--- src/rtl/spi_command_sequencer.sv ---
`default_nettype none
// ============================================================================
// Module      : spi_command_sequencer
// Description : Frame-level command decoder behind spi_rx. The first byte of
//               each chip-select frame selects a register write burst or a
//               prefetched register read stream.
//               Optional macro: SPI_CMD_SEQ_AUTOINC_EN (burst address increment).
// Revision    : 1.0 - initial release
// ============================================================================
module spi_command_sequencer #(
    parameter int          ADDR_WIDTH  = 7,
    parameter logic [7:0]  STATUS_BYTE = 8'hA5
) (
    input  logic                  clock,
    input  logic                  reset,
    input  logic                  active,
    input  logic                  in_data_valid,
    input  logic [7:0]            in_data,
    input  logic                  out_data_ready,
    output logic                  out_data_valid,
    output logic [7:0]            out_data,
    output logic [ADDR_WIDTH-1:0] reg_addr,
    output logic [7:0]            reg_wdata,
    output logic                  reg_write,
    output logic                  reg_read,
    input  logic [7:0]            reg_rdata,
    output logic                  underrun
);

    typedef enum logic [2:0] {
        S_IDLE        = 3'd0,
        S_CMD         = 3'd1,
        S_WRITE       = 3'd2,
        S_READ_FETCH  = 3'd3,
        S_READ_CAP    = 3'd4,
        S_READ_STREAM = 3'd5
    } state_t;

    state_t                r_state;
    logic                  r_active_d;
    logic                  r_first;
    logic [ADDR_WIDTH-1:0] r_addr;
    logic [7:0]            r_tx_buf;
    logic                  r_tx_full;
    logic                  r_out_valid;
    logic [7:0]            r_out_data;
    logic [ADDR_WIDTH-1:0] r_reg_addr;
    logic [7:0]            r_reg_wdata;
    logic                  r_reg_write;
    logic                  r_reg_read;
    logic                  r_underrun;

    logic [ADDR_WIDTH-1:0] w_addr_next;
    logic                  w_xfer;
    logic                  w_status_mode;
    logic                  w_refetch;

`ifdef SPI_CMD_SEQ_AUTOINC_EN
    assign w_addr_next = r_addr + ADDR_WIDTH'(1);
`else
    assign w_addr_next = r_addr;
`endif

    assign w_xfer        = r_out_valid & out_data_ready;
    assign w_refetch     = (r_state == S_READ_FETCH) || (r_state == S_READ_CAP);
    // Command and turnaround bytes carry the status byte; read data begins at byte 2.
    assign w_status_mode = (r_state == S_CMD) || (r_state == S_WRITE) || (r_first && w_refetch);

    always_ff @(posedge clock) begin
        if (reset) begin
            r_state     <= S_IDLE;
            r_active_d  <= 1'b1;
            r_first     <= 1'b0;
            r_addr      <= '0;
            r_tx_buf    <= 8'h00;
            r_tx_full   <= 1'b0;
            r_out_valid <= 1'b0;
            r_out_data  <= 8'h00;
            r_reg_addr  <= '0;
            r_reg_wdata <= 8'h00;
            r_reg_write <= 1'b0;
            r_reg_read  <= 1'b0;
            r_underrun  <= 1'b0;
        end else begin
            r_active_d  <= active;
            r_reg_write <= 1'b0;
            r_reg_read  <= 1'b0;
            if (!active) begin
                r_state     <= S_IDLE;
                r_first     <= 1'b0;
                r_tx_full   <= 1'b0;
                r_out_valid <= 1'b0;
            end else begin
                case (r_state)
                    S_IDLE: begin
                        // Only a fresh rising edge opens a frame; reset leaves r_active_d high.
                        if (!r_active_d) begin
                            r_state    <= S_CMD;
                            r_underrun <= 1'b0;
                        end
                    end
                    S_CMD: begin
                        if (in_data_valid) begin
                            r_addr <= in_data[ADDR_WIDTH-1:0];
                            if (in_data[7]) begin
                                r_state    <= S_READ_FETCH;
                                r_first    <= 1'b1;
                                r_reg_read <= 1'b1;
                                r_reg_addr <= in_data[ADDR_WIDTH-1:0];
                            end else begin
                                r_state <= S_WRITE;
                            end
                        end
                    end
                    S_WRITE: begin
                        if (in_data_valid) begin
                            r_reg_write <= 1'b1;
                            r_reg_addr  <= r_addr;
                            r_reg_wdata <= in_data;
                            r_addr      <= w_addr_next;
                        end
                    end
                    S_READ_FETCH: begin
                        r_state <= S_READ_CAP;
                    end
                    S_READ_CAP: begin
                        r_tx_buf  <= reg_rdata;
                        r_tx_full <= 1'b1;
                        r_first   <= 1'b0;
                        r_addr    <= w_addr_next;
                        r_state   <= S_READ_STREAM;
                    end
                    S_READ_STREAM: begin
                        if (w_xfer) begin
                            r_tx_full  <= 1'b0;
                            r_state    <= S_READ_FETCH;
                            r_reg_read <= 1'b1;
                            r_reg_addr <= r_addr;
                        end
                    end
                    default: r_state <= S_IDLE;
                endcase

                if (w_status_mode) begin
                    if (w_xfer) begin
                        r_out_valid <= 1'b0;
                    end else if (out_data_ready) begin
                        r_out_valid <= 1'b1;
                        r_out_data  <= STATUS_BYTE;
                    end
                end else if (r_state == S_READ_STREAM) begin
                    if (w_xfer) begin
                        r_out_valid <= 1'b0;
                    end else begin
                        r_out_valid <= r_tx_full;
                        r_out_data  <= r_tx_buf;
                    end
                end else begin
                    r_out_valid <= 1'b0;
                    if (w_refetch && out_data_ready) begin
                        r_underrun <= 1'b1;
                    end
                end
            end
        end
    end

    assign out_data_valid = r_out_valid;
    assign out_data       = r_out_data;
    assign reg_addr       = r_reg_addr;
    assign reg_wdata      = r_reg_wdata;
    assign reg_write      = r_reg_write;
    assign reg_read       = r_reg_read;
    assign underrun       = r_underrun;

endmodule
`default_nettype wire

--- config.mk ---
export PLATFORM = sky130hd
export DESIGN_NAME = spi_command_sequencer
export DESIGN_NICKNAME = d
export VERILOG_FILES = /design/src/rtl/spi_command_sequencer.sv
export SDC_FILE = /design/constraint.sdc
export NUM_CORES = 1
export LEC_CHECK = 0
export CAP_MARGIN = 40
export CORE_MARGIN = 1.5
export CORE_UTILIZATION = 25
export CTS_BUF_LIST = sky130_fd_sc_hd__clkbuf_4 sky130_fd_sc_hd__clkbuf_8
export DETAILED_ROUTE_END_ITERATION = 10
export GPL_TIMING_DRIVEN = 1
export SYNTH_ARGS = -nofsm -noshare
export SYNTH_HDL_FRONTEND = slang
export SYNTH_SLANG_ARGS = --single-unit
--- constraint.sdc ---
create_clock -name clock -period 1.8 [get_ports clock]
set_clock_uncertainty 0.2 [all_clocks]
set_input_delay 0.18 -clock clock [delete_from_list [all_inputs] [get_ports clock]]
set_output_delay 0.18 -clock clock [all_outputs]
set_load 0.02 [all_outputs]
After elaboration in Yosys (flattened, before gate mapping)
Index checks and enable logic that the tools add are counted.

word-level totals
  register bits = 48
  input port bits = 21
  output and inout port bits = 27
  word-level logic and storage cells = 83

cells by class
  equality and inequality tests = 14
  mux-type cells = 34
  bitwise operators = 3
  reductions and logical operators = 19

operators by type and width
  cell                  count
  $mux W8               5
  $mux W7               4
  $pmux W7 S3           1
  $pmux W3 S6           1
  $mux W1               17
  $ne A2 B2 Y1 const B  8
  $mux W3               3
  $reduce_and A3 Y1     3
  $eq A3 B2 Y1 const B  2
  $eq A3 B3 Y1 const B  2
  $pmux W1 S2           3
  $reduce_and A6 Y1     1
  $reduce_bool A2 Y1    3
  $reduce_and A5 Y1     1
  $reduce_and A4 Y1     1
  $eq A3 B1 Y1 const B  1
  $logic_not A3 Y1      1
  $logic_or A1 B1 Y1    3
  $ne A3 B3 Y1 const B  1
  $reduce_bool A3 Y1    1
  $reduce_or A3 Y1      1
  $logic_and A1 B1 Y1   2
  $not A1 Y1            2
  $reduce_and A2 Y1     1
  other kinds (2)       2

Logic depth before layout (Yosys ltp)
  depth in word-level cells = 6
  depth in mapped cells = 7
  depth with buffers taken out = 5

Least setup slack after synthesis
OpenSTA, ideal clock, no wires.

  path kind = flip-flop to flip-flop
  from = reg r_out_valid (netlist: out_data_valid)
  to = reg r_reg_addr[3] (netlist: reg_addr[3])
  setup time = 0.079 ns
  arrival time = 1.449 ns
  required time = 1.521 ns
  setup slack = 0.072 ns
  stages on the path, launching flop included = 8
  path buffers = 2
  clock period less this slack = 1.728 ns
  cells stage by stage = dfxtp_1 clkbuf_1 nand3_1 a21oi_1 o21a_2 buf_6 nor2_1 a211oi_2

on the way
  word-level cells in the longest chain between the ends = 3

ends and longest elaborated chain
  what                                RTL line  source
  from (decl)                         45        logic r_out_valid;
  from (signal assigned)              155       r_out_valid <= r_tx_full;
  $and A1 B1 Y1                       64        assign w_xfer = r_out_valid & out_data_ready;
  $ne A2 B2 Y1 (no source line)       n/a
  $reduce_and A6 Y1 (no source line)  n/a
  to (signal assigned)                109       r_reg_addr <= in_data[ADDR_WIDTH-1:0];
  to (signal assigned)                118       r_reg_addr <= r_addr;
  to (signal assigned)                138       r_reg_addr <= r_addr;
  to (decl)                           47        logic [ADDR_WIDTH-1:0] r_reg_addr;

Every way passes these cells.
A chain may end at the register's enable or synchronous reset.

Worst setup path in the final report
  from = reg r_state[2]
  to = reg r_reg_addr[4] (netlist: reg_addr[4])

on the way
  word-level cells in the longest chain between the ends = 3
  elaborated cells between the ends (all ways) = 10
  classes of those cells = eq/ne: 7; mux: 1; reduce/logical: 2

ends and longest elaborated chain
  what                                                                        RTL line  source
  from (decl)                                                                 39        state_t r_state;
  from (signal assigned)                                                      71        r_state <= S_IDLE;
  from (signal assigned)                                                      89        r_state <= S_IDLE;
  from (signal assigned)                                                      98        r_state <= S_CMD;
  $eq A3 B2 Y1 (tied with other cells)                                        94        case (r_state)
  $ne A2 B2 Y1 (no source line) / $reduce_bool A3 Y1 (equally long branches)  n/a
  $reduce_and A6 Y1 (no source line)                                          n/a

Parallel ways exist; a longest one is shown, timed or not.

==> impl_results.md <==
- Run status: complete, no violations
- Tmin final: 1730 ps
- Num CTS Buffers: 5
- Die H: 95.7 um
- Worst min path class: primary input to register
- Wirelength per Cell: 13.3 um
- CTS Root Cell: clkbuf_8
- Clock latency at the later pin of the worst-skew pair: 300 ps
- Area share of fa/ha/maj cells after synthesis: 0
- Max Root-Sink Buffers: 2
- First-pass GRT wire length: 8670 um
- DRC viols: 0
- # diodes: 0
- Bufs and invs on worst path: 2
- VDD IR max: 0.307 mV
- First-pass DRT Iterations: 4
- Final period util: 0.960
- Synthesis-stage register bit count: 48
- Filler cell count: 845
- Sw frac: 0.235
- Synth Area in Simple Gates: 0.223
- CP Launch Type: register
- Vias in the first global route: 1774
- Synth Warn #: 0
- Drt total wl: 5490 um
- Largest net degree at the start of global routing: 24
- Worst path cell trace: buf_2 > nand3_2 > a21oi_2 > o21a_2 > buf_4 > nor2_1 > a211oi_2
- Cells after Synth: 237
- Area leader, netlist: dfxtp_1
- Cell Area, Synth: 2150 um2
- Clk slew on worst S/H paths: 100 ps
- Lkg Pwr: 1.13 nW
- CTS Hold Buffers Added: 0
- Io pins: 48
- Worst reg2reg setup slack: 70 ps
- Max Clk Rate: 0.579 GHz
- Tot GR Track Use: 0.122
- NetSw: 0.486 mW
- EDFF count, synth: 0
- Reg2Reg Launch Point: r_state[2]
- Crit path to: reg_addr[4]
- Post-synth cell types: 41
- WHS Path Cells: 3
- Final setup viols: 0
- Via count: 1925
- Net Count, Synth: 258
- Main synth FF type: dfxtp_1
- Share of the synthesized area in the top cell type: 0.448
- Sequential share of the synthesized area: 0.448
- Clock share of power: 0.389
- Compound-Gate Fraction of Synth Area: 0.163
- Fraction of synthesized area in multiplexers: 0.106
- CTS Sinks: 48
- Design area: 3060 um2
- Most numerous cell in the Yosys netlist: dfxtp_1
- Placement Cell Area: 2880 um2
- Slew margin rel.: 0.768
- Top cells by area, synth: dfxtp_1 45%, mux2i_1 8.9%, nor2_1 7.2%
- Delay-heaviest family, CP: compound AO/OA/AOI/OAI gates
- Port bufs: 47
- Final net count: 329
- Logic pwr share: 0.091
- Max_cap viols: 0
- Pins Over Slew Limit: 0
- Slew at the pin with the worst max-slew slack: 347 ps
- Post-synth ARST share: 0
- FF/Latch Area: 972 um2
- Placement row count: 33
- Initial antenna violation count: 0
- CP max-delay cell: dfxtp_4
- Area of the multi-input gates: 1090 um2
- Die width: 95.7 um
- Final Hold Viols: 0
- Crit-path max cell delay: 390 ps
- Sequential Power Share: 0.520
- Core area: 8260 um2
- CTS tree: built
- WP data required: 1830 ps
- Setup TNS: 0 ps
- Final global-route overflow total: 0
- Reg2Reg Depth: 7
- Syn Area/Cell: 9.06 um2
- Post-DRT Antenna Nets: 0
- CTS H-tree lvls: 2
- Initial DRC count: 96
- Worst Setup Path Type: register to register
- Synth-to-layout area growth: 42.7%
- Hpwl dp: 3990 um
- CP Launch Point: r_state[2]
- PwrDens: 675 nW/um2
- Top post-synthesis cells by count: 48 x dfxtp_1, 41 x nor2_1, 19 x mux2i_1
- Critical Path AT: 1760 ps
- Via density: 4.65
- Largest family of logic cells by synthesized area: simple AND/OR/NAND/NOR gates
- Stages on worst setup path: 7
- Synth Area in XOR/XNOR: 0
- Design Power: 2.07 mW
- Placer congestion estimate: 0.801
- P_int: 1.58 mW
- Share of cells above drive strength 1: 0.217
- R2R Path End: reg_addr[4]
- Die Area: 9150 um2
- Final core occ: 0.371
- Critical Path End Type: register
- Initial Util: 0.260
- CP max FO: 6
sequential cells by signal, indices dropped and copies added (netlist names):
register and flops:
out_data_valid 1, reg_write 1, underrun 1, reg_read 1, out_data 8, r_addr 7, r_tx_full 1, reg_addr 7
r_state 3, r_active_d 1, reg_wdata 8, r_first 1, r_tx_buf 8
power by group through the flow:
| stage | Sequential [mW] | Combinational [mW] | Clock, mW |
|---|---|---|---|
| after floorplan | 1.11 | 0.0811 | 0 |
| after global placement | 1.10 | 0.183 | 0 |
| after detailed placement | 1.10 | 0.185 | 0 |
| after CTS | 1.08 | 0.187 | 0.817 |
| after global routing | 1.08 | 0.204 | 0.855 |
| final | 1.08 | 0.189 | 0.805 |
worst reg2reg max path, delay by kind of cell, from the launching register on:
family / cells / cell delay (ps)
AO/OA/AOI/OAI: 3 / 580
buffers and inverters: 2 / 320
flip-flops: 1 / 390
AND/OR/NAND/NOR: 2 / 160
layout by cell type, fill, tap and decap left out, drive strengths merged:
master,instances
and3,2
a221oi,1
mux2,1
buf,33
o21bai,1
bufinv,1
nor2b,4
dfxtp,48
nand2b,3
nor3b,5
clkdlybuf4s50,46
o21ai,10
or2,1
o21ba,1
mux2i,20
a22oi,1
clkbuf,5
and2,1
a31oi,1
nand3,15
a311oi,8
o21a,2
and4,1
and2b,1
o221ai,3
clkinvlp,1
nor3,4
dlygate4sd2,1
inv,8
nand3b,4
nor2,42
a211oi,5
nand2,11
a21oi,18
per-stage QoR:
step | instances | hold slack, ps | setup WS, ps
5_1_grt | 414 | 294 | -16.4
3_5_place_dp | 402 | 267 | -164
4_1_cts | 411 | 279 | 31.5
2_1_floorplan | 237 | 119 | 71.7
6_report | 414 | 275 | 72.7
3_3_place_gp | 402 | 263 | -57.1
per-layer routing:
metal	global-route usage	share of wire	up-vias	wire (um)
met1	0.166	0.47	901	2570
li1	-	-	977	-
met3	0.0223	0.047	4	257
met2	0.193	0.47	43	2590
met4	0.0404	0.013	0	69
met5	0	0	-	0
worst min path at each step:
| stage | from | slack [ps] | endpoint |
|---|---|---|---|
| after floorplan | reg_rdata[0] | 120 | r_tx_buf[0] |
| after global placement | r_tx_buf[2] | 260 | out_data[2] |
| after detailed placement | r_tx_buf[6] | 270 | out_data[6] |
| after CTS | reg_rdata[5] | 280 | r_tx_buf[5] |
| after global routing | reg_rdata[5] | 290 | r_tx_buf[5] |
| final | reg_rdata[5] | 280 | r_tx_buf[5] |
what timing repair did:
item / in CTS / in global routing
pin swaps: 1 / 2
cloned: 1 / 0
endpoints found under the setup margin: 13 / 14
gates resized for setup: 5 / 11
setup buffers: 0 / 3
final cells by class:
class,count,area share
multi-input combinational,166,0.356
sequential,48,0.317
clock buffer,5,0.0225
timing repair buffer,80,0.237
inverter,7,0.00857
tap,105,0.0429
clock inverter,3,0.0151
cell families (layout without fill, tap and decap cells):
family | after synthesis | after routing
AND/OR/NAND/NOR | 94 | 94
flip-flops | 48 | 48
multiplexers | 21 | 21
buffers and inverters | 24 | 95
AO/OA/AOI/OAI | 50 | 51
No activity file was read; power rests on OpenSTA's default activity.
